### src/rtl/conv_pkg.sv
// conv_pkg: shared definitions for the convolution core.
//   - default widths for the size inputs, the memZ address and one Z sample
//   - state encoding for the Z-side write sequencer
package conv_pkg;

  localparam int unsigned CONV_SIZE_WIDTH = 5;
  localparam int unsigned CONV_ADDR_WIDTH = 6;
  localparam int unsigned CONV_DATA_WIDTH = 16;

  typedef enum logic [1:0] {
    IDLE  = 2'd0,
    RUN   = 2'd1,
    FLUSH = 2'd2,
    DONE  = 2'd3
  } conv_zw_state_t;

endpackage

### src/rtl/conv_cntrZ.sv
// conv_cntrZ: ascending memZ index counter, the write-side twin of the
// read-side descending Y counter.
// Ports:
//   clk, rstn   clock, asynchronous active-low reset
//   clr_i       load 0 (start of a convolution)
//   inc_i       advance by one (a sample was accepted)
//   n_o         current index
//   n_nxt_o     current index + 1 (adder output, also used for end detection)
module conv_cntrZ
  import conv_pkg::*;
#(
  parameter int unsigned WIDTH = CONV_ADDR_WIDTH
) (
  input  logic             clk,
  input  logic             rstn,
  input  logic             clr_i,
  input  logic             inc_i,
  output logic [WIDTH-1:0] n_o,
  output logic [WIDTH-1:0] n_nxt_o
);

  logic [WIDTH-1:0] n_q;
  logic [WIDTH-1:0] n_d;

  assign n_nxt_o = n_q + WIDTH'(1);

  // Two-way select: clear wins over increment.
  assign n_d = clr_i ? '0 : n_nxt_o;

  always_ff @(posedge clk or negedge rstn) begin
    if (!rstn) begin
      n_q <= '0;
    end else if (clr_i || inc_i) begin
      n_q <= n_d;
    end
  end

  assign n_o = n_q;

endmodule

### src/rtl/conv_z_writer.sv
// conv_z_writer: result-side write sequencer. Takes Z samples from the MAC
// over valid/ready and writes them to memZ at addresses 0 .. sizeX+sizeY-2,
// then pulses done_out once.
//
// state | meaning
// IDLE  | waiting for start_in; sizes sampled here
// RUN   | ready_out=1, one write per accepted sample
// FLUSH | last write strobe on the bus, no more accepts
// DONE  | done_out pulse, back to IDLE next cycle
//
// Ports:
//   clk, rstn                 clock, asynchronous active-low reset
//   start_in, sizeX_in/Y_in   start pulse and operand lengths
//   data_in, valid_in         Z sample and its valid
//   ready_out                 sample accepted this cycle if valid_in
//   memZ_addr/data/we_out     registered memZ write port
//   busy_out, done_out        status
module conv_z_writer
  import conv_pkg::*;
#(
  parameter int unsigned SIZE_WIDTH = CONV_SIZE_WIDTH,
  parameter int unsigned ADDR_WIDTH = CONV_ADDR_WIDTH,
  parameter int unsigned DATA_WIDTH = CONV_DATA_WIDTH
) (
  input  logic                  clk,
  input  logic                  rstn,
  input  logic                  start_in,
  input  logic [SIZE_WIDTH-1:0] sizeX_in,
  input  logic [SIZE_WIDTH-1:0] sizeY_in,
  input  logic [DATA_WIDTH-1:0] data_in,
  input  logic                  valid_in,
  output logic                  ready_out,
  output logic [ADDR_WIDTH-1:0] memZ_addr_out,
  output logic [DATA_WIDTH-1:0] memZ_data_out,
  output logic                  memZ_we_out,
  output logic                  busy_out,
  output logic                  done_out
);

  conv_zw_state_t        state_q, state_d;
  logic [ADDR_WIDTH-1:0] total_q, total_d;
  logic [ADDR_WIDTH-1:0] addr_q, addr_d;
  logic [DATA_WIDTH-1:0] data_q, data_d;
  logic                  we_q, we_d;
  logic [ADDR_WIDTH-1:0] n, n_nxt;
  logic                  clr_n;
  logic                  accept;

  assign ready_out = (state_q == RUN);
  assign busy_out  = (state_q == RUN) || (state_q == FLUSH);
  assign done_out  = (state_q == DONE);
  assign accept    = ready_out && valid_in;

  conv_cntrZ #(.WIDTH(ADDR_WIDTH)) u_cntrZ (
    .clk     (clk),
    .rstn    (rstn),
    .clr_i   (clr_n),
    .inc_i   (accept),
    .n_o     (n),
    .n_nxt_o (n_nxt)
  );

  always_comb begin
    state_d = state_q;
    total_d = total_q;
    addr_d  = addr_q;
    data_d  = data_q;
    we_d    = 1'b0;
    clr_n   = 1'b0;
    case (state_q)
      IDLE: begin
        if (start_in) begin
          // Zero-extended to the address width, so max+max-1 cannot overflow.
          total_d = ADDR_WIDTH'(sizeX_in) + ADDR_WIDTH'(sizeY_in) - ADDR_WIDTH'(1);
          clr_n   = 1'b1;
          state_d = ((sizeX_in == '0) || (sizeY_in == '0)) ? DONE : RUN;
        end
      end
      RUN: begin
        if (accept) begin
          we_d   = 1'b1;
          addr_d = n;
          data_d = data_in;
          // n+1 == total is the same as n == total-1, without a subtractor.
          if (n_nxt == total_q) state_d = FLUSH;
        end
      end
      FLUSH:   state_d = DONE;
      DONE:    state_d = IDLE;
      default: state_d = IDLE;
    endcase
  end

  always_ff @(posedge clk or negedge rstn) begin
    if (!rstn) begin
      state_q <= IDLE;
      total_q <= '0;
      addr_q  <= '0;
      data_q  <= '0;
      we_q    <= 1'b0;
    end else begin
      state_q <= state_d;
      total_q <= total_d;
      addr_q  <= addr_d;
      data_q  <= data_d;
      we_q    <= we_d;
    end
  end

  assign memZ_addr_out = addr_q;
  assign memZ_data_out = data_q;
  assign memZ_we_out   = we_q;

endmodule

### config.mk
export PLATFORM = sky130hd
export DESIGN_NAME = conv_z_writer
export DESIGN_NICKNAME = d
export VERILOG_FILES = /design/src/rtl/conv_pkg.sv /design/src/rtl/conv_cntrZ.sv /design/src/rtl/conv_z_writer.sv
export SDC_FILE = /design/constraint.sdc
export NUM_CORES = 1
export LEC_CHECK = 0
export CAP_MARGIN = 20
export CORE_UTILIZATION = 44
export CTS_BUF_LIST = sky130_fd_sc_hd__clkbuf_8
export CTS_CLUSTER_SIZE = 40
export DETAILED_ROUTE_END_ITERATION = 16
export GPL_TIMING_DRIVEN = 0
export PLACE_DENSITY = 0.81
export SLEW_MARGIN = 25
export SYNTH_ARGS = -nofsm -noshare
export SYNTH_HDL_FRONTEND = slang
export SYNTH_HIERARCHICAL = 1
export SYNTH_SLANG_ARGS = --single-unit
### constraint.sdc
create_clock -name clk -period 1.95 [get_ports clk]
set_clock_uncertainty 0.05 [all_clocks]
set_input_delay 0.195 -clock clk [delete_from_list [all_inputs] [get_ports clk]]
set_output_delay 0.195 -clock clk [all_outputs]
set_load 0.02 [all_outputs]
### Yosys cells after proc, flatten, opt, wreduce, memory -nomap -nowiden

Index checks and enable logic that the tools add are counted.

* register bits: 37
* bits in latches: 0
* RAM bits: 0
* ROM bits: 0
* bits of input ports: 30
* output and inout bits: 26
* word-level logic and storage cells: 36
* memories: 0

* add/subtract/negate cells: 3
* $mul: 0
* divide/modulo/power cells: 0
* $lt $le $gt $ge: 0
* equality and inequality tests: 7
* shifts and indexed selects: 0
* mux-type cells: 10
* bitwise gates (word level): 0
* reduce and logical (&&, ||, !) cells: 10

Operators by type and width (count)
* 5-bit zero test: 2
* 2-bit 2-to-1 mux: 4
* 2-bit case mux with 4 select lines: 1
* 5-bit by 5-bit adder with 6-bit output: 1
* 6-bit by 1-bit adder with 6-bit output (second input constant): 1
* 6-bit == test: 1
* 6-bit 2-to-1 mux: 1
* 6-bit by 1-bit subtractor with 6-bit output (second input constant): 1
* 2-bit == test (second input constant): 2
* 1-bit 2-to-1 mux: 4
* 2-bit by 1-bit inequality test with 1-bit output (second input constant): 2
* 2-bit AND reduction: 2
* 1-bit logical OR: 3
* 3-bit AND reduction: 1
* 2-bit by 1-bit == test with 1-bit output (second input constant): 1
* 2-bit zero test: 1
* 2-bit inequality test (second input constant): 1
* 1-bit logical AND: 1

### Depth between registers and ports, before layout

Gate-level depths: netlist of the first run.

* word-level depth: 5
* gate-level depth with buffers: 10

### By module

Netlist of the first run, hierarchy kept.

Modules (own cells, without submodules)
* conv_z_writer: times used 1, cells an instance 135, area an instance 1582.8 um2
* conv_cntrZ: times used 1, cells an instance 33, area an instance 326.6 um2

### Worst setup path before layout of the first run

No wires, ideal clock.

* path kind: register -> register
* start point: reg state_q[1]
* end point: reg u_cntrZ.n_q[5] (netlist: u_cntrZ/n_o[5])
* setup time: 0.078 ns
* arrival time: 1.872 ns
* required time: 1.822 ns
* setup slack: -0.050 ns
* stages on the path, launching flop included: 9
* period minus slack after synthesis: 2.000 ns
* cells stage by stage: dfrtp_1 -> inv_1 -> ha_1 -> nand2_1 -> buf_2 -> inv_1 -> nand4_2 -> or3_1 -> a21oi_1

* longest elaborated chain between the ends: 3

RTL lines
* start: declaration: RTL line conv_z_writer.sv:40 `conv_zw_state_t state_q, state_d;`
* start signal: assignment: RTL line conv_z_writer.sv:102 `state_q <= state_d;`
* 2-bit by 1-bit == test with 1-bit output: RTL line conv_z_writer.sv:49 `assign ready_out = (state_q == RUN);`
* via ready_out: RTL line conv_z_writer.sv:32 `output logic ready_out,`
* 1-bit logical AND: RTL line conv_z_writer.sv:52 `assign accept = ready_out && valid_in;`
* via accept: RTL line conv_z_writer.sv:47 `logic accept;`
* 1-bit logical OR: RTL line conv_cntrZ.sv:33 `end else if (clr_i || inc_i) begin`
* end signal: assignment: RTL line conv_cntrZ.sv:34 `n_q <= n_d;`
* end: declaration: RTL line conv_cntrZ.sv:22 `logic [WIDTH-1:0] n_q;`

The timed path passes the listed nets, and every way through them passes these cells.
A chain may end at the register's enable or synchronous reset.

### Worst setup path in the final report of the first run

* start point: reg state_q[1]
* end point: out ready_out

* longest elaborated chain between the ends: 1

RTL lines (RTL line)
* 2-bit by 1-bit == test with 1-bit output: conv_z_writer.sv:49
* end: declaration: conv_z_writer.sv:32

No other way between the ends.

==> results of run 1 <==
-- per-stage QoR --
stage                     worst slack (ns)  std cells  setup TNS, ns  instance area [sq um]  hold slack (ns)
after floorplan                     0.0223        168              0                   1910           -0.151
after global placement              -0.389        273          -6.71                   2520            0.434
after detailed placement            -0.488        274          -1.16                   2550           0.0809
after CTS                           0.0173        284              0                   2710            0.289
after global routing              0.000325        284              0                   2750            0.348
final                               0.0912        284              0                   2750            0.298
-- final timing paths --
path	endpoint	slack [ns]
min in group clk	state_q[1]	0.36
max reg2reg	state_q[1]	0.15
max	ready_out	0.09
max in group asynchronous	memZ_data_out[6]	1.12
min	memZ_data_out[10]	0.30
min reg2reg	total_q[0]	0.45
-- cell usage after synthesis --
library cell	count	area, sq um
mux2i_1	3	30.0
a21boi_0	1	7.51
nor2_1	8	30.0
nor2b_1	1	6.26
nand2b_1	1	6.26
nand4_2	1	12.5
buf_2	2	10.0
o21ai_1	1	5.00
clkbuf_1	1	3.75
a21oi_1	2	10.0
nor3b_1	1	7.51
xor2_1	12	105
a21o_1	1	7.51
or3_1	1	6.26
o21ai_0	6	30.0
o31ai_1	1	7.51
nand4_1	1	6.26
inv_1	26	97.6
nand3_1	2	10.0
clkbuf_2	1	5.00
o221ai_1	1	8.76
nor3_1	1	5.00
mux2_2	23	259
dfrtp_1	37	926
and3_1	1	6.26
nand2_1	9	33.8
or4_1	2	15.0
ha_1	15	188
xnor2_1	4	35.0
a32oi_1	1	8.76
fa_1	1	20.0
-- cells by family (layout without fill, tap and decap cells) --
kind of cell               Yosys count  count (layout)
DFF                                 37              37
buffers and inverters               30              96
and+or+nand+nor                     29              29
muxes                               26              26
adders and majority gates           16              16
xor gates and xnor gates            16              16
AOI/OAI and AO/OA                   14              14
-- worst register-to-register path, stage by stage (launching register included) --
cell and delay [ns]:
dfrtp_1 0.35, clkbuf_4 0.18, nand3_2 0.11, nor2_2 0.11, xor2_1 0.20, xor2_1 0.18
nor2_1 0.08, a32oi_2 0.27, mux2i_1 0.20
-- sequential cells by signal, indices dropped and copies added (netlist names) --
register,count
u_cntrZ/n_o,6
state_q,2
memZ_addr_out,6
memZ_data_out,16
total_q,6
memZ_we_out,1
-- power breakdown --
part           switching (W)  internal, W
combinational       0.000841     0.000928
sequential          0.000188      0.00108
clock               0.000269     0.000415
-- cell type report --
class	count	area (sq um)
fill	333	1340
sequential	37	928
multi-input combinational	101	928
timing repair buffer	58	584
inverter	26	100
clock buffer	6	82.6
tap	50	62.6
clock inverter	2	37.5
buffer	4	27.5
-- cell usage in the layout (no fill, tap or decap), types with 2 or more instances in the layout --
| master | instances |
|---|---|
| nor2_1 | 7 |
| inv_1 | 23 |
| or4_1 | 2 |
| clkdlybuf4s50_1 | 49 |
| xnor2_1 | 4 |
| mux2_2 | 23 |
| nand2_1 | 8 |
| mux2i_1 | 3 |
| dfrtp_1 | 35 |
| dfrtp_2 | 2 |
| inv_2 | 2 |
| dlygate4sd2_1 | 5 |
| a21oi_1 | 2 |
| ha_4 | 2 |
| ha_1 | 11 |
| clkbuf_8 | 6 |
| o21ai_0 | 5 |
| buf_2 | 2 |
| ha_2 | 2 |
| xor2_1 | 12 |
-- layer usage --
layer,GRT usage [%],vias up
met1,17.6,632
met4,6.25,0
met3,5.50,8
met2,31.8,50
met5,0,-
li1,-,679
-- what timing repair did --
item                                    in CTS  in global routing
hold endpoints to repair                    14                  0
buffers inserted                             1                  0
hold buffers                                 1                  0
resized for setup                           15                 13
pin swaps                                    4                  4
endpoints found under the setup margin       5                  6
==> qor.csv, run 1 <==
stage,metric,value,unit
die,Die Y,67.9,um
drt,DRT Pass-1 Iters,4,
yosys,Syn Nets,214,
yosys,sequential share of the synthesized area,48.5,%
clock_tree,"Reg clk slew, reported paths",0.07,ns
timing,Final setup viols,0,
setup_path,worst path buffer plus inverter count,2,
clock_tree,Worst-Skew Late Latency,0.29,ns
timing,Peak Freq,538,MHz
clock_tree,Root Driver,clkbuf_8,
clock_tree,clk buf depth,2,
drt,detailed-routing wirelength on met1,1380,um
grt,largest net degree at the start of global routing,24,
grt,first-pass GRT wire length,5750,um
finish,share of cells above drive strength 1,23.5,%
yosys,Synthesis Warnings,6,
clock_tree,TritonCTS buffer count,5,
timing,RSZ-0062 raised after global routing,no,
setup_path,crit path cell chain,inv_2 > ha_2 > clkdlybuf4s50_1,
die,# rows,23,
die,Die ar.,0.00461,sq mm
setup_path,Worst setup EP type,output port,
die,die span in x,67.9,um
run_status,outcome,finished clean,
yosys,Yosys reg bits,37,
power,PD cells,1350,mW/mm^2
placed_design,input/output buffers,55,
setup_path,slowest cell on the critical path,clkdlybuf4s50_1,
finish,Final Util,67.3,%
clock_tree,number of H-tree levels,2,
timing,Fin. Hold Viols,0,
drt,DR vias,1369,
grt,total gr overflow,0,
setup_path,CP Class,flop to output port,
setup_path,CP startpoint,state_q[1],
finish,Nets,279,
die,# IOs,56,
yosys,xor-xnor portion of the synthesized cell area,7.34,%
yosys,"Cell Area, Synth",0.00191,sq mm
power,worst vdd ir,0.669,mV
grt,GRT Overall Usage,17.1,%
yosys,multiplexer area fraction after synthesis,15.1,%
placed_design,DP HPWL,2700,um
setup_path,Crit. path cell count,3,
setup_path,WP data required,1.70,ns
drt,Post-DRT Antenna Nets,0,
timing,worst-margin pin slew,0.376,ns
setup_path,CP startpoint kind,flop,
drt,via/cell ratio,4.82,
setup_path,"Largest stage delay, worst path",0.61,ns
drt,DR WL met2,1760,um
drt,final WL,3480,um
yosys,post-synth cell types,31,
yosys,synthesized-area fraction occupied by and/or/nand/nor cells,7.60,%
timing,Max Slew Vio Count,0,
yosys,Mean Syn Cell Area,11.4,sq um
setup_path,"Arr. time, crit path",1.61,ns
finish,"Area growth, synth to finish",44.1,%
yosys,largest family of logic cells by synthesized area,multiplexers,
drt,wire per inst,12.3,um
yosys,Compound-Gate Fraction of Synth Area,4.46,%
die,core area,0.00409,sq mm
die,initial core utilization,46.7,%
setup_path,Crit Path Max Fanout,4,
timing,fin crit share,95.3,%
yosys,post-synthesis cell count,168,
yosys,Synth Area in Adders,10.9,%
drt,Met3 Wirelength,281,um
clock_tree,Sink Count,37,
setup_path,cell family with most CP delay,buffers and inverters,
grt,vias in the first global route,1345,
run,Max Cap Viol,0,
setup_path,R2R depth,8,
drt,uppermost routed layer,met4,
timing,Slew HR,74.9,%
power,Leakage,1.30,nW
drt,DRC Markers,0,
timing,minimum clock period,1.86,ns
finish,Antenna diodes,0,
power,"Power, Total",0.00372,W
grt,initial antenna violation count,0,
placed_design,gpl congestion,0.739,
setup_path,worst r2r src,u_cntrZ/n_o[2],
drt,initial drt markers,41,
min_path,Worst Hold Class,input port to asynchronous set/reset pin,
clock_tree,TritonCTS clock tree,built,
Note: power is estimated with default switching activity, not from simulation.
==> inputs of run 2 (changes only) <==
GPL_ROUTABILITY_DRIVEN = 0   (was default)
SKIP_CTS_REPAIR_TIMING = 1   (was default)
==> run 2 against run 1 <==
  * First-iteration DRC count increased by 27%
  * Final area up 1.2%
  * Non-clock buffer count increased by 2
  * Global-route usage decreased by 0.28 points
  * Sequential cell count unchanged
  * Wire length rose by 5.7%
  * Power increased by 1.1%
  * Critical endpoint unchanged
  * Highest routed layer unchanged
  * Count of clock-buffer cells in the layout is the same
  * Combinational power barely moved
  * Utilization rose by 0.83 points
  * Cell count rose by 0.70%
  * Via count increased by 1.6%
==> qor.csv, run 2 (synthesis results as in run 1) <==
stage,metric,value,unit
timing,Peak Freq,537,MHz
timing,Final setup viols,0,
grt,grt met3 use,5.50,%
drt,DR vias,1391,
drt,Post-DRT Antenna Nets,0,
grt,largest net degree at the start of global routing,24,
finish,"leading cell types in the layout, fill and taps excluded","49 x clkdlybuf4s50_1, 35 x dfrtp_1, 24 x inv_1, 23 x mux2_2, 12 x xor2_1",
setup_path,Worst setup EP type,output port,
setup_path,CP Class,flop to output port,
drt,wire per inst,12.9,um
timing,fin crit share,95.5,%
power,"Power, Total",0.00376,W
clock_tree,number of H-tree levels,2,
setup_path,worst path buffer plus inverter count,2,
die,die span in x,67.9,um
drt,initial drt markers,52,
die,# IOs,56,
placed_design,DP HPWL,2700,um
timing,Slew HR,74.9,%
die,initial core utilization,46.7,%
min_path,Worst Hold Class,input port to flop,
timing,post-route setup slack,0.0886,ns
placed_design,Place WS,-0.488,ns
clock_tree,Sink Count,37,
placed_design,Placed Cells,274,
finish,Final Util,68.2,%
finish,max reg flops,16,
finish,Antenna diodes,0,
grt,total gr overflow,0,
clock_tree,Root Driver,clkbuf_8,
grt,GRT Overall Usage,16.8,%
clock_tree,clk buf depth,2,
clock_tree,"Reg clk slew, reported paths",0.07,ns
die,# rows,23,
timing,worst-margin pin slew,0.376,ns
grt,grt met2 use,31.7,%
setup_path,slowest cell on the critical path,clkdlybuf4s50_1,
finish,share of cells above drive strength 1,23.7,%
drt,DRC Markers,0,
setup_path,Crit Path Max Fanout,4,
power,worst vdd ir,0.662,mV
placed_design,input/output buffers,55,
grt,global route hottest layer,met2,
timing,Max Slew Vio Count,0,
timing,minimum clock period,1.86,ns
grt,met1 GRT Util,17.2,%
clock_tree,Worst-Skew Late Latency,0.29,ns
timing,Fin. Hold Viols,0,
run,Max Cap Viol,0,
finish,"Area growth, synth to finish",45.9,%
die,Die Y,67.9,um
drt,DRT Pass-1 Iters,4,
power,Leakage,1.35,nW
setup_path,crit path cell chain,inv_2 > ha_2 > clkdlybuf4s50_1,
setup_path,"Largest stage delay, worst path",0.61,ns
die,core area,0.00409,sq mm
finish,Nets,281,
setup_path,"Arr. time, crit path",1.62,ns
setup_path,WP data required,1.70,ns
clock_tree,TritonCTS clock tree,built,
timing,RSZ-0062 raised after global routing,yes,
die,Die ar.,0.00461,sq mm
grt,vias in the first global route,1311,
finish,Post-Layout Cell Count,286,
power,PD cells,1350,mW/mm^2
finish,"commonest non-fill, non-tap cell in the layout",clkdlybuf4s50_1,
grt,first-pass GRT wire length,5640,um
drt,via/cell ratio,4.86,
grt,initial antenna violation count,0,
setup_path,cell family with most CP delay,buffers and inverters,
clock_tree,TritonCTS buffer count,5,
drt,final WL,3680,um
setup_path,CP startpoint kind,flop,
run_status,outcome,finished clean,
[run 2: layout make-up]
type	count	area (sq um)
clock inverter	2	37.5
clock buffer	6	82.6
tap	50	62.6
inverter	26	101
sequential	37	928
multi-input combinational	101	927
buffer	4	27.5
timing repair buffer	60	618
fill	333	1300
[run 2: worst paths after layout]
| path | startpoint | end | slack (ns) | cells after the start |
|---|---|---|---|---|
| setup / recovery | state_q[1] | ready_out | 0.09 | 3 |
| hold / removal | sizeY_in[0] | state_q[1] | 0.26 | 4 |
| setup reg to reg | u_cntrZ/n_o[2] | state_q[1] | 0.10 | 8 |
| hold reg to reg | total_q[0] | total_q[0] | 0.45 | 2 |
| max in group asynchronous | rstn | total_q[4] | 1.12 | 3 |
| min in group asynchronous | rstn | memZ_data_out[10] | 0.29 | 2 |
[run 2: report_power, final]
part	leakage, nW	internal, W	switching [W]
logic	0.827	0.000952	0.000853
clock network	0.0574	0.000416	0.000276
registers	0.462	0.00108	0.000184
total	1.35	0.00244	0.00131
[run 2: metrics by stage]
| stage | area, sq um | hold WS [ns] | TNS, ns |
|---|---|---|---|
| after floorplan | 1910 | -0.151 | 0 |
| after global placement | 2520 | 0.434 | -6.71 |
| after detailed placement | 2550 | 0.0809 | -1.16 |
| after CTS | 2670 | -0.245 | -0.412 |
| after global routing | 2790 | 0.296 | -0.0215 |
| final | 2790 | 0.264 | 0 |
[run 2: tightest hold or removal path: stages]
cell            delay [ns]
dlymetal6s2s_1        0.10
o221ai_1              0.11
o21ai_1               0.09
mux2i_1               0.07
[run 2: per-layer routing]
layer	vias to the layer above	share of wire, %	wire length [um]
li1	683	-	-
met1	648	40	1470
met2	52	50	1860
met3	8	7.6	281
met4	0	1.8	68
met5	-	0	0
==> inputs of run 3 (changes only) <==
GPL_ROUTABILITY_DRIVEN = default   (was 0)
==> results of run 3 <==
Same layout as run 2: the final DEF is identical, and so are final timing and power.
